[src/rtl/pcie_phy_fw_loader.sv]
// Bootstrap master for the PCIe PHY firmware memories: streams a block of ROM words
// into SRAM at one word per cycle, then optionally reads both back and compares them.
module pcie_phy_fw_loader #(
    parameter int WD = 16,
    parameter int PW = 15,
    parameter int LW = PW + 1
) (
    input  logic          i_clk,
    input  logic          i_rst,
    input  logic          i_start,
    input  logic          i_verify,
    input  logic [PW-1:0] i_src_base,
    input  logic [PW-1:0] i_dst_base,
    input  logic [LW-1:0] i_len,
    output logic          o_busy,
    output logic          o_done,
    output logic          o_error,
    output logic [PW-1:0] o_err_addr,
    output logic [PW-1:0] o_rom_addr,
    input  logic [WD-1:0] i_rom_rd_data,
    output logic [PW-1:0] o_sram_addr,
    output logic          o_sram_rd_en,
    output logic          o_sram_wr_en,
    output logic [WD-1:0] o_sram_wr_data,
    input  logic [WD-1:0] i_sram_rd_data
);
    typedef enum logic [2:0] {
        ST_IDLE   = 3'd0,
        ST_COPY   = 3'd1,
        ST_CDRAIN = 3'd2,
        ST_VERIFY = 3'd3,
        ST_VCMP   = 3'd4,
        ST_DONE   = 3'd5
    } state_t;

    state_t        state_r;
    logic [PW-1:0] src_r;
    logic [PW-1:0] dst_r;
    logic [LW-1:0] len_r;
    logic [LW-1:0] iss_r;
    logic [LW-1:0] idx_r;
    logic          verify_r;
    logic          rv_r;
    logic          cmp_v_r;
    logic          mismatch_s;

    // Addresses wrap silently at the top of the PW-bit space.
    function automatic logic [PW-1:0] addr_at(input logic [PW-1:0] base, input logic [LW-1:0] idx);
        return PW'(LW'(base) + idx);
    endfunction

    assign mismatch_s = cmp_v_r && (i_sram_rd_data != i_rom_rd_data);

    // Sequencer: issues ROM reads, registers SRAM writes, runs the readback compare.
    always_ff @(posedge i_clk) begin
        if (i_rst) begin
            state_r        <= ST_IDLE;
            src_r          <= '0;
            dst_r          <= '0;
            len_r          <= '0;
            iss_r          <= '0;
            idx_r          <= '0;
            verify_r       <= 1'b0;
            rv_r           <= 1'b0;
            cmp_v_r        <= 1'b0;
            o_busy         <= 1'b0;
            o_done         <= 1'b0;
            o_error        <= 1'b0;
            o_err_addr     <= '0;
            o_rom_addr     <= '0;
            o_sram_addr    <= '0;
            o_sram_rd_en   <= 1'b0;
            o_sram_wr_en   <= 1'b0;
            o_sram_wr_data <= '0;
        end else begin
            o_done       <= 1'b0;
            o_sram_rd_en <= 1'b0;
            o_sram_wr_en <= 1'b0;
            rv_r         <= 1'b0;
            // SRAM read data is valid the cycle after the strobe.
            cmp_v_r      <= o_sram_rd_en;
            case (state_r)
                ST_IDLE: begin
                    if (i_start) begin
                        src_r      <= i_src_base;
                        dst_r      <= i_dst_base;
                        len_r      <= i_len;
                        verify_r   <= i_verify;
                        idx_r      <= '0;
                        o_error    <= 1'b0;
                        o_err_addr <= '0;
                        if (i_len == '0) begin
                            iss_r   <= '0;
                            o_done  <= 1'b1;
                            state_r <= ST_DONE;
                        end else begin
                            iss_r      <= LW'(1);
                            o_rom_addr <= i_src_base;
                            o_busy     <= 1'b1;
                            state_r    <= ST_COPY;
                        end
                    end
                end
                ST_COPY: begin
                    rv_r <= 1'b1;
                    if (rv_r) begin
                        o_sram_wr_en   <= 1'b1;
                        o_sram_addr    <= addr_at(dst_r, idx_r);
                        o_sram_wr_data <= i_rom_rd_data;
                        idx_r          <= idx_r + LW'(1);
                    end
                    if (iss_r != len_r) begin
                        o_rom_addr <= addr_at(src_r, iss_r);
                        iss_r      <= iss_r + LW'(1);
                    end else begin
                        state_r <= ST_CDRAIN;
                    end
                end
                ST_CDRAIN: begin
                    if (rv_r) begin
                        o_sram_wr_en   <= 1'b1;
                        o_sram_addr    <= addr_at(dst_r, idx_r);
                        o_sram_wr_data <= i_rom_rd_data;
                        idx_r          <= idx_r + LW'(1);
                    end else begin
                        idx_r <= '0;
                        if (verify_r) begin
                            o_sram_rd_en <= 1'b1;
                            o_sram_addr  <= dst_r;
                            o_rom_addr   <= src_r;
                            iss_r        <= LW'(1);
                            state_r      <= ST_VERIFY;
                        end else begin
                            o_done  <= 1'b1;
                            o_busy  <= 1'b0;
                            state_r <= ST_DONE;
                        end
                    end
                end
                ST_VERIFY: begin
                    if (mismatch_s) begin
                        o_error    <= 1'b1;
                        o_err_addr <= addr_at(dst_r, idx_r);
                        o_done     <= 1'b1;
                        o_busy     <= 1'b0;
                        state_r    <= ST_DONE;
                    end else begin
                        if (cmp_v_r) begin
                            idx_r <= idx_r + LW'(1);
                        end
                        if (iss_r != len_r) begin
                            o_sram_rd_en <= 1'b1;
                            o_sram_addr  <= addr_at(dst_r, iss_r);
                            o_rom_addr   <= addr_at(src_r, iss_r);
                            iss_r        <= iss_r + LW'(1);
                        end else begin
                            state_r <= ST_VCMP;
                        end
                    end
                end
                ST_VCMP: begin
                    if (mismatch_s) begin
                        o_error    <= 1'b1;
                        o_err_addr <= addr_at(dst_r, idx_r);
                    end
                    o_done  <= 1'b1;
                    o_busy  <= 1'b0;
                    state_r <= ST_DONE;
                end
                ST_DONE: begin
                    state_r <= ST_IDLE;
                end
                default: begin
                    o_busy  <= 1'b0;
                    state_r <= ST_IDLE;
                end
            endcase
        end
    end
endmodule

[config.mk]
export PLATFORM = sky130hd
export DESIGN_NAME = pcie_phy_fw_loader
export DESIGN_NICKNAME = d
export VERILOG_FILES = /design/src/rtl/pcie_phy_fw_loader.sv
export SDC_FILE = /design/constraint.sdc
export NUM_CORES = 1
export LEC_CHECK = 0
export ABC_CLOCK_PERIOD_IN_PS = 4000
export CAP_MARGIN = 20
export CORE_UTILIZATION = 35
export DETAILED_ROUTE_END_ITERATION = 6
export PLACE_DENSITY = 0.68
export SETUP_SLACK_MARGIN = 0.1
export SLEW_MARGIN = 20
export SYNTH_ARGS = -nofsm -noshare
export SYNTH_HDL_FRONTEND = slang
export SYNTH_SLANG_ARGS = --single-unit
[constraint.sdc]
create_clock -name i_clk -period 4 [get_ports i_clk]
set_clock_uncertainty 0.15 [all_clocks]
set_input_delay 0.6 -clock i_clk [delete_from_list [all_inputs] [get_ports i_clk]]
set_output_delay 0.6 -clock i_clk [all_outputs]
set_load 0.02 [all_outputs]
* After elaboration in Yosys (flattened, before gate mapping) *
Index checks and enable logic that the tools add are counted.
W data, S select, Z words.

operators by class
  add/sub/neg operators = 5
  reduce and logical (&&, ||, !) cells = 19
  bitwise operators = 2
  multiplexer cells = 59
  equal/unequal tests = 21

operator list
  cell                     count
  $mux W15                 13
  $mux W16                 10
  $pmux W16 S4             2
  $pmux W15 S4             1
  $add A15 B15 Y15         3
  $pmux W15 S3             1
  $add A16 B1 Y16 const B  2
  $ne A16 B16 Y1           2
  $pmux W15 S2             1
  $ne A2 B2 Y1 const B     11
  $mux W3                  7
  $mux W1                  19
  $logic_not A16 Y1        1
  $pmux W3 S5              1
  $reduce_and A5 Y1        3
  $reduce_and A6 Y1        2
  $pmux W1 S4              2
  $reduce_or A2 Y1         4
  $eq A3 B2 Y1 const B     2
  $eq A3 B3 Y1 const B     2
  $ne A3 B3 Y1 const B     2
  $pmux W1 S2              2
  $reduce_and A2 Y1        2
  $reduce_and A4 Y1        1
  9 further kinds          10

word-level totals
  register bits = 150
  input bits = 82
  output and inout bits = 66
  word-level logic and storage cells = 124

* Longest topological paths before layout *
Gate-level depths: netlist of run 1.

  word-level depth = 4
  mapped depth = 10
  gate-level depth less buffers = 9

* Worst setup path before layout of run 1 *
OpenSTA, ideal clock, no wires.

  path type = reg-to-reg
  from = reg dst_r[0]
  to = reg o_sram_addr[12]
  cell stages (with the launch flop) = 10
  setup time = 0.091 ns
  data arrival time = 2.534 ns
  period minus slack after synthesis = 2.775 ns
  slack = 1.225 ns
  data required time = 3.759 ns
  buffers on the path = 0
  cell sequence = dfxtp_1 > ha_1 > fa_1 > a211oi_1 > o21ai_0 > a21oi_1 > o21ai_0 > o41ai_1 > mux2i_1 > a311oi_1

between the ends
  word-level cells in the longest chain between the ends = 4
  elaborated cells between the ends (all ways) = 7
  classes of those cells = add/sub: 2; mux: 5

RTL lines
  what                    RTL line  source
  start, declared         38        logic [PW-1:0] dst_r;
  start signal, assigned  86        dst_r <= i_dst_base;
  $add A15 B15 Y15        49        return PW'(LW'(base) + idx);
  $mux W15                151       if (iss_r != len_r) begin
  $mux W15                141       if (mismatch_s) begin
  $pmux W15 S3 *          82        case (state_r)
  end signal, assigned    108       o_sram_addr <= addr_at(dst_r, idx_r);
  end signal, assigned    129       o_sram_addr <= dst_r;
  end signal, assigned    153       o_sram_addr <= addr_at(dst_r, iss_r);
  end, declared           21        output logic [PW-1:0] o_sram_addr,

Every way passes the cells marked *; elsewhere a longest branch is shown, timed or not. The select of a mux whose other input is x is not followed.
A chain may end at the register's enable or synchronous reset.

* Worst setup path in the final report of run 1 *
Same ends and word-level chain as after synthesis.

==> impl_metrics.csv, run 1 <==
group,metric,value,unit
drt,routed_via_density,5.459,
run_status,violations,"design-rule violations",
timing,fin_tns_setup,0,ps
synth,ys_ff_latch,149,
final_layout,syn2layout_area_growth,28.15,%
worst_setup_path,end_kind,"flop",
timing,slew_viol_final,0,
synth,synthCells,1077,
clock_network,cts_resized,0,
die,num_rows,57,
clock_network,tritoncts,"done",
worst_setup_path,crit_chain,"ha_1 > fa_1 > a211oi_1 > o21ai_0 > a21oi_1 > o21ai_0 > o41ai_1 > mux2i_1 > a311oi_1",
final_layout,drive_gt1_share,4.848,%
global_route,grt_pass1_wl,41.40,mm
timing,rsz0062_at_grt,"false",
synth,yosys.cell_types.count,64,
run_status,status,"finished, violations left",
placement,routabilityCongestion,0.8605,
worst_setup_path,critPathKind,"flop to flop",
clock_network,clockBufferDepth,2,
worst_setup_path,worst-path-max-fanout,4,
final_layout,n_fill_cell,2455,
die,pin_count,148,
final_layout,multi_input_area,5369,µm²
die,initial_core_util,35.52,%
power_and_ir_drop,power,0.004026,W
drt,drtAntennaViolNets,0,
synth,seq_area_frac_synth,34.63,%
global_route,grt_max_degree,66,
worst_setup_path,cpPeakStageDelay,590,ps
clock_network,cts-root-buf,"clkbuf_16",
drt,vias,8413,
drt,wl_per_cell,16.63,µm
global_route,grt_pass1_vias,7904,
run,maxCapViolCount,0,
synth,avgSynthCellArea,7.997,µm²
worst_setup_path,rr_startpoint,"dst_r[0]",
die,die_h,158.9,µm
worst_setup_path,slowest_stage,"o41ai_1",
synth,synth_enable_flop_cells,0,
timing,post-route-min-period,3354,ps
drt,drc,2,
worst_setup_path,required,4190,ps
final_layout,diodes,0,
power_and_ir_drop,p_leak,4.172,nW
clock_network,ctsHoldBuffers,0,
timing,max_slew.worst_pin.slew,1034,ps
synth,async_flop_share,0,%
drt,drt_iter0_markers,549,
power_and_ir_drop,ir_drop,0.2613,mV
timing,holdWs,310.0,ps
clock_network,clkLatencyLatePin,430,ps
final_layout,seq_area,2983,µm²
worst_setup_path,cp_top_family,"compound AO/OA/AOI/OAI gates",
die,die_w,158.9,µm
global_route,overflow,0,
clock_network,cts_sinks,149,
final_layout,num-nets-final,1334,
drt,dr.pass1.iters,7,
synth,yosysWarnings,0,
global_route,grt_use_total,20.37,%
clock_network,cts-htree-levels,4,
worst_hold_path,hold_start,"o_err_addr[0]",
timing,max_freq,0.2982,GHz
timing,fin_crit_sh,83.84,%
power_and_ir_drop,p_per_area,364.7,nW/µm²
worst_setup_path,startpoint_type,"flop",
clock_network,cts.clk_slew.worst_paths,70,ps
synth,syn-num-nets,1206,
timing,setup_violations,0,
global_route,antenna_found_initial,0,
placement,dp_hpwl,18.93,mm
synth,synth_ff_type,"dfxtp_1",
timing,hold_violations,0,
clock_network,cts_setup_buffers,0,
timing,max_slew_margin,30.82,%
worst_setup_path,crit_top_cell,"o21ai_0",
clock_network,cts_inserted_buffers,17,
worst_setup_path,worstPathArrival,3540,ps
worst_setup_path,critPathBufInv,0,
drt,wl,25.63,mm
synth,syn_area,8613,µm²
placement,io_buffers,147,
worst_hold_path,min_path_type,"flop to flop",
worst_setup_path,crit_start,"dst_r[0]",
die,coreArea,24250,µm²
die,dieArea,25240,µm²
registers in the layout (all words and copies together), names as in the netlist, 15 cells and up:
name,flops
iss_r,16
len_r,16
o_sram_wr_data,16
dst_r,15
idx_r,15
o_err_addr,15
o_rom_addr,15
o_sram_addr,15
src_r,15
layout by cell type, fill, tap and decap left out, types with 8 or more instances in the layout:
cell type and count:
nand2_1 159, dfxtp_1 149, clkdlybuf4s50_1 146, a21oi_1 109, nor2_1 107, o21ai_0 52
ha_1 44, xor2_1 37, xnor2_1 35, a211oi_1 30, nor3_1 24, mux2i_1 24
buf_4 21, or3_1 18, clkbuf_16 17, o211ai_1 16, and3_1 16, a22oi_1 15
a21o_1 13, a311oi_1 13, a221oi_1 12, nand4_1 10, nand3_1 10, inv_1 9
nand2b_1 9, nor4_1 9, a31oi_1 8, o21bai_1 8
per-stage QoR:
step                utilization (%)  instance area [µm²]  cells  setup slack (ps)
finish                        45.52                11040   1541             646.4
global route                  45.52                11040   1541             371.9
CTS                           45.52                11040   1541             697.9
detailed placement            42.96                10420   1510             418.4
global placement              42.96                10420   1510             509.1
floorplan                         -                 8613   1077              1225
cell families (layout without fill, tap and decap cells):
group                      after synthesis  after routing  synth area share [%]
and+or+nand+nor                        396            396                 20.93
AOI/OAI and AO/OA                      320            320                 23.97
DFF                                    149            149                 34.63
xor gates and xnor gates                72             72                 7.321
buffers and inverters                   69            209                 3.268
adders and majority gates               47             47                 7.089
muxes                                   24             24                 2.789
worst reg2reg max path: cells and delay by family, from the launching register on:
kind,cells,cell delay [ps]
AOI/OAI and AO/OA,6,1880
muxes,1,200
adders and majority gates,2,690
DFF,1,350
area by class of cell:
type                    count  area share [%]
multi-input cells         859           48.64
well taps                 324           3.673
repair buffers            167           14.67
clock buffers              20           4.047
clock inverters            11           1.576
inverters                  11          0.3741
flip-flops and latches    149           27.02
worst paths after layout:
| kind | endpoint | depth (start not counted) | slack, ps |
|---|---|---|---|
| setup / recovery | o_sram_addr[12] | 9 | 650 |
| hold / removal | o_err_addr[0] | 2 | 310 |
| setup reg to reg | o_sram_addr[12] | 9 | 650 |
| hold reg to reg | o_err_addr[0] | 2 | 310 |
synthesized netlist by cell type, drive strengths merged, types with 3 or more instances:
master     n  area (µm²)
fa         3       60.06
and4       3       26.28
o21ai     53       265.3
or4        6       45.04
a22oi     15       112.6
clkbuf    43       161.4
a21o      13       97.59
nand4     10       62.56
nand3     10       50.05
nand2b     9       56.30
buf       15       78.82
a21boi     4       30.03
nor4       9       56.30
and2       8       51.30
or3       18       112.6
o2111ai    3       26.28
inv        9       33.78
o31ai      6       45.04
a21oi    109       545.5
a221oi    12       105.1
nor3b      5       37.54
o21a       5       37.54
nor2b      5       31.28
a311oi    13       113.9
dfxtp    149        2983
a211o      4       35.03
a211oi    31       232.7
o21bai     8       60.06
ha        44       550.5
nand2    159       596.8
and3      16       100.1
nor2     107       401.6
xnor2     35       306.5
nor3      25       130.1
a31oi      8       50.05
o211ai    16       120.1
xor2      37       324.1
mux2i     24       240.2
routing by layer:
layer	wire [µm]	part of all wire, %	up-vias	track usage (%)
met5	0	0	-	0
met4	507	2.0	0	6.949
met3	1896	7.4	37	4.206
met2	11240	44	312	31.28
met1	11990	47	3891	28.22
li1	-	-	4173	-
power breakdown:
group | switching [W] | internal (W) | total, W
Combinational | 0.000377 | 0.000299 | 0.000676
Sequential | 0.0000740 | 0.00156 | 0.00163
Clock | 0.000658 | 0.00106 | 0.00172
Total | 0.00111 | 0.00292 | 0.00403
Note: power is estimated with default switching activity, not from simulation.
==> run 2, diff against run 1 <==
--- a/config.mk
+++ b/config.mk
@@ -5,7 +5,7 @@
 export SDC_FILE = /design/constraint.sdc
 export NUM_CORES = 1
 export LEC_CHECK = 0
-export ABC_CLOCK_PERIOD_IN_PS = 4000
+export ABC_CLOCK_PERIOD_IN_PS = 3500
 export CAP_MARGIN = 20
 export CORE_UTILIZATION = 35
 export DETAILED_ROUTE_END_ITERATION = 6
==> constraint.sdc (replaced) <==
create_clock -name i_clk -period 3.5 [get_ports i_clk]
set_clock_uncertainty 0.15 [all_clocks]
set_input_delay 0.525 -clock i_clk [delete_from_list [all_inputs] [get_ports i_clk]]
set_output_delay 0.525 -clock i_clk [all_outputs]
set_load 0.02 [all_outputs]
==> impl_metrics.csv, run 2 (same netlist as run 1, synthesis figures left out) <==
group,metric,value,unit
die,initial_core_util,35.52,%
worst_hold_path,hold_path_depth,2,
timing,max_freq,0.3161,GHz
timing,hold_violations,0,
global_route,grt_use_total,20.53,%
global_route,grt_max_degree,51,
clock_network,cts.clk_slew.worst_paths,60,ps
global_route,antenna_found_initial,0,
die,coreArea,24250,µm²
final_layout,layout_commonest_cell,"nand2_1",
drt,dr.pass1.iters,7,
die,die_h,158.9,µm
drt,wl_per_cell,16.53,µm
timing,max_slew.worst_pin.slew,776.4,ps
drt,drt_iter0_markers,524,
worst_setup_path,startpoint_type,"flop",
timing,setup_violations,0,
worst_setup_path,end_kind,"flop",
final_layout,syn2layout_area_growth,29.77,%
drt,routed_via_density,5.470,
drt,drtAntennaViolNets,0,
die,pin_count,148,
power_and_ir_drop,p_per_area,411.9,nW/µm²
clock_network,cts-root-buf,"clkbuf_16",
timing,slew_viol_final,0,
global_route,grt_pass1_wl,41.63,mm
final_layout,final_cell_mix,"159 x nand2_1, 149 x dfxtp_1, 146 x clkdlybuf4s50_1",
timing,max_slew_margin,47.70,%
drt,wl,25.69,mm
global_route,grt_pass1_vias,7952,
die,die_w,158.9,µm
clock_network,tritoncts,"done",
final_layout,drive_gt1_share,6.098,%
clock_network,cts_inserted_buffers,17,
power_and_ir_drop,ir_drop,0.2473,mV
final_layout,diodes,0,
final_layout,n_fill_cell,2415,
drt,vias,8501,
die,num_rows,57,
run_status,violations,"design-rule violations",
drt,drc,2,
placement,routabilityCongestion,0.8787,
power_and_ir_drop,p_leak,4.248,nW
timing,post-route-min-period,3164,ps
run_status,status,"finished, violations left",
clock_network,cts-htree-levels,4,
die,dieArea,25240,µm²
final_layout,reg.largest.list,"iss_r: 16 flops, len_r: 16 flops, o_sram_wr_data: 16 flops",
worst_setup_path,critPathKind,"flop to flop",
clock_network,ctsHoldBuffers,0,
worst_setup_path,worst-path-max-fanout,8,
timing,fin_crit_sh,90.39,%
timing,rsz0062_at_grt,"false",
timing,fin_tns_setup,0,ps
final_layout,utilization,46.09,%
timing,holdWs,319.0,ps
worst_setup_path,worstPathArrival,3320,ps
placement,dp_hpwl,19.24,mm
clock_network,cts_sinks,149,
placement,io_buffers,147,
run,maxCapViolCount,0,
clock_network,clockBufferDepth,2,
global_route,overflow,0,
final_layout,num-nets-final,1346,
worst_hold_path,min_path_type,"flop to flop",
clock_network,clkLatencyLatePin,440,ps
worst_setup_path,required,3650,ps
worst_setup_path,worst_r2r_path_depth,8,
## run 2: cell types whose count changed in the layout (fill, tap and decap cells not counted), moves of 2 or more
cell | before | now
buf_12 | 0 | 3
buf_4 | 21 | 30
clkbuf_1 | 2 | 0
clkinvlp_4 | 0 | 2
## run 2: layer usage
layer	up-vias	part of all wire, %	GRT usage (%)
met5	-	0	0
met4	0	2.2	8.129
met3	37	7.2	3.971
met2	325	45	32.32
met1	3925	46	27.52
li1	4214	-	-
## run 2: area by class of cell
cell class / instances / area, µm² / share of cell area, %
clock buffer: 19 / 452.9 / 4.052
clock inverter: 13 / 171.4 / 1.534
timing repair buffer: 179 / 1747 / 15.63
multi-input combinational: 859 / 5376 / 48.10
inverter: 11 / 41.29 / 0.3694
tap: 324 / 405.4 / 3.627
sequential: 149 / 2983 / 26.69
## run 2: path summary, 6_finish.rpt
kind,startpoint,end,slack (ps)
worst max-delay path,iss_r[1],o_rom_addr[11],340
worst min-delay path,len_r[15],len_r[15],320
worst min register to register,len_r[15],len_r[15],320
worst max register to register,iss_r[1],o_rom_addr[11],340
## run 2: report_power, final
| part | total [W] | switching, W | internal [W] |
|---|---|---|---|
| Sequential | 0.00186 | 0.0000777 | 0.00178 |
| Combinational | 0.000792 | 0.000439 | 0.000353 |
| Clock | 0.00196 | 0.000787 | 0.00117 |
## run 2: critical path, stage by stage (launching register included)
cell and delay [ps]:
dfxtp_1 620, ha_1 340, a211oi_1 350, o21ai_0 240, a311oi_1 420, o21ai_0 230
xnor2_1 180, a221oi_1 380, a211oi_1 130
## run 2: timing repair
action,4_1_cts,5_1_grt
buffers inserted,0,0
hold endpoints to repair,0,0
endpoints found under the setup margin,0,1
gates resized for setup,0,1
## run 2: through the flow
step / area, µm² / setup WS [ps] / std cells / total power (W)
after floorplan: 8613 / 724.8 / 1077 / 0.002337
after global placement: 10550 / 130.9 / 1522 / 0.002675
after detailed placement: 10550 / 128.2 / 1522 / 0.002686
after CTS: 11170 / 338.4 / 1554 / 0.004638
after global routing: 11180 / 135.9 / 1554 / 0.004787
final: 11180 / 336.3 / 1554 / 0.004604
==> run 3, diff against run 2 <==
--- a/config.mk
+++ b/config.mk
@@ -6,7 +6,7 @@
 export NUM_CORES = 1
 export LEC_CHECK = 0
 export ABC_CLOCK_PERIOD_IN_PS = 3500
-export CAP_MARGIN = 20
+export CAP_MARGIN = 25
 export CORE_UTILIZATION = 35
 export DETAILED_ROUTE_END_ITERATION = 6
 export PLACE_DENSITY = 0.68
==> results of run 3 <==
The final DEF is identical to that of run 2; final timing and power are the same.
